File: src/rtl/map_ram_loader.sv
// rtl/map_ram_loader.sv - expands an RLE palette-index byte stream into row-major background map RAM writes
module map_ram_loader #(
  parameter int DEPTH      = 76800,
  parameter int ADDR_W     = 17,
  parameter int NUM_COLORS = 23
) (
  input  logic              Clk,
  input  logic              Reset,
  input  logic              start,
  input  logic [7:0]        in_data,
  input  logic              in_valid,
  output logic              in_ready,
  output logic              ram_we,
  output logic [ADDR_W-1:0] ram_addr,
  output logic [5:0]        ram_data,
  output logic              busy,
  output logic              done,
  output logic              error
);

  typedef enum logic [1:0] {IDLE, FETCH, WRITE, DONE} state_t;

  localparam logic [ADDR_W-1:0] LAST_ADDR  = ADDR_W'(DEPTH - 1);
  localparam logic [5:0]        COLOR_LIM  = 6'(NUM_COLORS);

  state_t            state, state_nxt;
  logic [2:0]        cnt, cnt_nxt;
  logic              we_nxt, busy_nxt, done_nxt, error_nxt;
  logic [ADDR_W-1:0] addr_nxt;
  logic [5:0]        data_nxt;
  logic              idx_ok;

  assign idx_ok = ({1'b0, in_data[4:0]} < COLOR_LIM);

  always_ff @(posedge Clk) begin
    if (Reset) begin
      state    <= IDLE;
      cnt      <= 3'd0;
      ram_we   <= 1'b0;
      ram_addr <= '0;
      ram_data <= 6'd0;
      busy     <= 1'b0;
      done     <= 1'b0;
      error    <= 1'b0;
    end else begin
      state    <= state_nxt;
      cnt      <= cnt_nxt;
      ram_we   <= we_nxt;
      ram_addr <= addr_nxt;
      ram_data <= data_nxt;
      busy     <= busy_nxt;
      done     <= done_nxt;
      error    <= error_nxt;
    end
  end

  always_comb begin
    state_nxt = state;
    cnt_nxt   = cnt;
    we_nxt    = ram_we;
    addr_nxt  = ram_addr;
    data_nxt  = ram_data;
    busy_nxt  = busy;
    done_nxt  = done;
    error_nxt = error;
    in_ready  = 1'b0;
    case (state)
      IDLE: begin
        we_nxt = 1'b0;
        if (start) begin
          addr_nxt  = '0;
          done_nxt  = 1'b0;
          error_nxt = 1'b0;
          busy_nxt  = 1'b1;
          state_nxt = FETCH;
        end
      end
      FETCH: begin
        in_ready = 1'b1;
        we_nxt   = 1'b0;
        if (in_valid) begin
          cnt_nxt   = in_data[7:5];
          we_nxt    = 1'b1;
          state_nxt = WRITE;
          // out-of-range indices still occupy their slots, written as color 0
          if (idx_ok) begin
            data_nxt = {1'b0, in_data[4:0]};
          end else begin
            data_nxt  = 6'd0;
            error_nxt = 1'b1;
          end
        end
      end
      WRITE: begin
        if (ram_addr == LAST_ADDR) begin
          we_nxt    = 1'b0;
          busy_nxt  = 1'b0;
          done_nxt  = 1'b1;
          state_nxt = DONE;
          if (cnt != 3'd0) error_nxt = 1'b1;
        end else if (cnt == 3'd0) begin
          addr_nxt  = ram_addr + ADDR_W'(1);
          we_nxt    = 1'b0;
          state_nxt = FETCH;
        end else begin
          addr_nxt = ram_addr + ADDR_W'(1);
          cnt_nxt  = cnt - 3'd1;
        end
      end
      DONE: begin
        we_nxt    = 1'b0;
        state_nxt = IDLE;
      end
      default: state_nxt = IDLE;
    endcase
  end

endmodule

File: config.mk
export PLATFORM = sky130hd
export DESIGN_NAME = map_ram_loader
export DESIGN_NICKNAME = d
export VERILOG_FILES = /design/src/rtl/map_ram_loader.sv
export SDC_FILE = /design/constraint.sdc
export NUM_CORES = 1
export LEC_CHECK = 0
export BUFFER_PORTS_ARGS = -buffer_cell sky130_fd_sc_hd__buf_2
export CORE_MARGIN = 2
export CORE_UTILIZATION = 45
export CTS_CLUSTER_DIAMETER = 100
export DETAILED_ROUTE_END_ITERATION = 16
export PLACE_DENSITY = 0.68
export SLEW_MARGIN = 20
export SYNTH_ARGS = -nofsm -noshare
export SYNTH_HDL_FRONTEND = slang
export SYNTH_SLANG_ARGS = --single-unit
File: constraint.sdc
create_clock -name Clk -period 2.6 [get_ports Clk]
set_input_delay 0.13 -clock Clk [delete_from_list [all_inputs] [get_ports Clk]]
set_output_delay 0.13 -clock Clk [all_outputs]
set_load 0.01 [all_outputs]
# Yosys cells after proc, flatten, opt, wreduce, memory -nomap -nowiden
# Index checks and enable logic that the tools add are counted.
[totals] regBits=32 input_bits=12 output_inout_bits=28 wordCells=65
[classes] add_sub_neg=2 order_cmp=1 eq_ne=12 n_mux=29 reduce_logical=13
[ops] operator="$mux W17" count=2
[ops] operator="$pmux W17 S2" count=1
[ops] operator="$add A17 B1 Y17 const B" count=1
[ops] operator="$eq A17 B17 Y1 const B" count=1
[ops] operator="$ne A2 B2 Y1 const B" count=7
[ops] operator="$mux W1" count=12
[ops] operator="$mux W3" count=3
[ops] operator="$reduce_and A3 Y1" count=3
[ops] operator="$mux W2" count=4
[ops] operator="$pmux W2 S4" count=1
[ops] operator="$pmux W1 S3" count=2
[ops] operator="$pmux W3 S2" count=1
[ops] operator="$reduce_and A6 Y1" count=1
[ops] operator="$reduce_bool A3 Y1" count=2
[ops] operator="$lt A5 B5 Y1 const B" count=1
[ops] operator="$mux W5" count=1
[ops] operator="$eq A2 B2 Y1 const B" count=2
[ops] operator="$pmux W1 S2" count=2
[ops] operator="$reduce_and A4 Y1" count=1
[ops] operator="$reduce_bool A2 Y1" count=2
[ops] operator="$logic_not A3 Y1" count=1
[ops] operator="$ne A3 B3 Y1 const B" count=1
[ops] operator="$sub A3 B1 Y3 const B" count=1
[ops] operator="$eq A2 B1 Y1 const B" count=1
[ops] operator="3 further kinds" count=3

# Depth between registers and ports, before layout
[logic_depth] word_depth=4 depth_mapped=9 ltp_nobuf=7

# Least setup slack after synthesis
# Ideal clock, no wire load.
[synth_path] path_type="flip-flop to flip-flop" start="reg state[1]" end="reg ram_addr[9]" setup_time_ns=0.074 t_arrival_ns=1.777 required_ns=2.526 path_slack_ns=0.749 stages_incl_launch_ff=8 path_buffers=0 period_less_slack_ns=1.851 cell_sequence="dfxtp_1 -> inv_1 -> ha_1 -> nor2b_1 -> nor2_2 -> o21ai_4 -> or4_1 -> a31oi_1"
[synth_via] elab_chain_cells=3 elab_cells_between_ends=7 classes_between="eq/ne (3); mux (1); reduce/logical (3)"
[synth_lines] element="start, declared" line_no="26" source="state_t state, state_nxt;"
[synth_lines] element="start signal, assigned" line_no="46" source="state <= state_nxt;"
[synth_lines] element="$eq A2 B2 Y1 / $logic_not A2 Y1 (equally long branches)" line_no="67" source="case (state)"
[synth_lines] element="$ne A2 B2 Y1 (no source line) / $reduce_bool A2 Y1 (equally long branches)"
[synth_lines] element="$reduce_and A3 Y1 (no source line)"
[synth_lines] element="end signal, assigned" line_no="49" source="ram_addr <= addr_nxt;"
[synth_lines] element="end, declared" line_no="14" source="output logic [ADDR_W-1:0] ram_addr,"
# Several ways; a longest one is shown, not always the timed one.
# A chain may end at the register's enable or synchronous reset.

# Worst setup path in the final report
[layout_path] start="reg state[0]" end="reg cnt[0]"
[layout_via] elab_chain_cells=3 elab_cells_between_ends=8 classes_between="eq/ne (5); mux (1); reduce/logical (2)"
[layout_lines] element="$eq A2 B2 Y1 / $eq A2 B1 Y1 (equally long branches)" line_no="67"
[layout_lines] element="$ne A2 B2 Y1 (no source line) / $reduce_bool A2 Y1 (equally long branches)"
[layout_lines] element="$reduce_and A4 Y1 (no source line)"
[layout_lines] element="end signal, assigned" line_no="47" source="cnt <= cnt_nxt;"
[layout_lines] element="end, declared" line_no="27" source="logic [2:0] cnt, cnt_nxt;"
# Several ways; a longest one is shown, not always the timed one.

==> flow_metrics.tcl <==
set metrics [dict create \
    die_h_um 67.26 \
    die_w_um 67.26 \
    mappedNetlistArea_mm2 0.001800 \
    placed_area_mm2 0.002026 \
    cp-start-kind "flop" \
    cp_max_fo 9 \
    cts_sinks 31 \
    grt_pass1_wl_um 7079 \
    synth_top_area_frac 0.3447 \
    antenna_found_initial 0 \
    grt_use_total 0.2062 \
    hp-class "in2reg" \
    p_total_w 0.001499 \
    detail-route-antenna-nets 0 \
    areaGrowthSynthToFinish_pct 18.07 \
    finalCritPeriodShare 0.8001 \
    port_buffers 38 \
    wire_per_inst_um 13.81 \
    remaining_drc_errors 0 \
    dieArea_mm2 0.004523 \
    dr.pass1.iters 4 \
    rsz0062_at_grt "no" \
    cp_slowest_stage_delay_ns 0.38 \
    cts.path.max_buffers 2 \
    ios 40 \
    synth_area_leaders "dfxtp_1, ha_1, a21oi_1" \
    cp.arrival_ns 2.30 \
    place_congestion 0.8607 \
    synth_edf_count 0 \
    yosysMostFrequentCell "dfxtp_1" \
    fillers 381 \
    maxCapViolations 0 \
    cp.required_ns 2.82 \
    first_global_vias 1544 \
    skew_ns 0.005089 \
    dr.first_iter.drc_count 110 \
    outcome "finished clean" \
    cts.htree.levels 2 \
    num-nets-final 278 \
    ys_seq_elements 31 \
    fin_crit_ns 2.080 \
    path_buf_inv 2 \
    yosys_warnings 0 \
    cts-root-buf "clkbuf_8" \
    vias 1743 \
    vdd_drop_max_mv 0.4294 \
    relSlewSlack 0.5938 \
    tns_ns 0 \
    fmax_mhz 480.7 \
    slew_violations 0 \
    critPathKind "reg2reg" \
    hold_slack_ns 0.09592 \
    final_layout_size_suffix_gt1_frac 0.2326 \
    syn_inst 219 \
    start_util 0.4809 \
    fin_cells 306 \
    drt-total-wl_um 4226 \
    place_inst 298 \
    p_per_area_mw_per_mm2 705.2 \
    tightestPinTransition_ns 0.6093 \
    insertion_delay_ns 0.29 \
    rows 22 \
    fin_area_mm2 0.002126 \
    avgSynthCellArea_um2 8.221 \
    synth_top_cell_by_area "dfxtp_1" \
    slowest_stage "mux2_2" \
    grt_max_degree 33 \
    wl_met1_um 2047 \
    cp-end-kind "flop" \
    n_antenna_cell 0 \
    wl_met3_um 181 \
    route.met2.wl_um 1931 \
    cts_resized 0 \
    cts_tree "done" \
    syn_nets 240 \
    cts_hold_buf 0 \
    path_delay_family "multiplexers" \
    vias_per_cell 5.696 \
    highest-signal-layer "met4" \
    post-cts-setup-buffers 0 \
    dpl.hpwl_um 3057 \
    synth_common_cells "dfxtp_1, nor2_1, a21oi_1, nand2_1" \
    cts_buffers 5 \
    coreArea_mm2 0.003744 \
    overflow 0 \
    clk_pin_slew_ns 0.06 \
    power.leakage_nw 0.8492 \
    setup_violations 0 \
    synthArstFlopShare 0 \
    synth_ff_type "dfxtp_1" \
    seq_area_frac_synth 0.3447 \
    crit_chain "inv_1, ha_1, buf_4, nand3_1, o21ai_1, mux2_2, nor2_1" \
    final_hold_viol_count 0 \
    synth_cell_type_count 51 \
]
## cell usage in the layout, fill, tap and decap left out, types with 2 or more instances in the layout
master,n
nand4_1,7
nor2_2,2
nand3_1,11
or4_1,2
a31oi_1,4
buf_2,38
mux2_2,2
ha_1,9
mux2i_1,4
and2_1,2
buf_4,2
a221oi_1,3
nand2_1,18
inv_1,8
nor3_1,5
a211oi_1,3
clkbuf_8,7
a22oi_1,4
and3_1,2
and4_1,2
nor3b_1,2
a21o_1,2
a311oi_1,5
o21ai_0,11
dfxtp_1,31
nand2b_1,5
a21oi_1,18
a41oi_1,3
nor2b_1,3
nor2_1,23
## power breakdown
group	leakage (nW)	internal (W)	switching (W)
Clock	0.0515	0.000241	0.000181
Combinational	0.546	0.000198	0.000328
Sequential	0.251	0.000520	0.0000310
Total	0.849	0.000960	0.000540
## kinds of logic after synthesis
family,Yosys count,synth area share
buf+inv,17,0.03891
xor+xnor,1,0.004865
mux,6,0.03475
simple gates,92,0.2745
flops,31,0.3447
fa+ha+maj,9,0.06254
other cells,1,0.002083
compound gates,62,0.2377
## sequential cells by signal, summed over array words and instances, names as in the netlist
signal and flops:
ram_we 1, done 1, ram_addr 17, ram_data 5
busy 1, state 2, error 1, cnt 3
## final timing paths
path,start,to,slack (ns),cells after the start
max,state[0],cnt[0],0.52,7
min,in_data[1],ram_data[1],0.1,3
max reg2reg,state[0],cnt[0],0.52,7
min reg2reg,ram_data[4],ram_data[4],0.45,2
## worst reg2reg max path, delay by kind of cell, from the launching register on
family / cells / cell delay, ns
AO/OA/AOI/OAI: 1 / 0.37
adder cells (fa/ha/maj): 1 / 0.33
buffers and inverters: 2 / 0.37
flip-flops: 1 / 0.35
multiplexers: 1 / 0.38
AND/OR/NAND/NOR: 2 / 0.22
## final cells by class
class / instances / area, µm² / area share
multi-input combinational: 171 / 1110 / 0.5221
sequential: 31 / 620.6 / 0.2919
inverter: 8 / 30.03 / 0.01413
clock buffer: 8 / 100.1 / 0.04709
tap: 48 / 60.06 / 0.02825
timing repair buffer: 40 / 205.2 / 0.09653
## metal layers
layer | track usage | vias up
met3 | 0.04000 | 7
met4 | 0.08418 | 0
met5 | 0 | -
li1 | - | 888
met1 | 0.2784 | 810
met2 | 0.3218 | 38
## metrics by stage
stage,util,setup slack (ns)
floorplan,-,0.7490
CTS,0.5678,0.5420
global placement,0.5411,0.6054
finish,0.5678,0.5197
detailed placement,0.5411,0.5464
global route,0.5678,0.3791
Note: power is estimated with default switching activity, not from simulation.
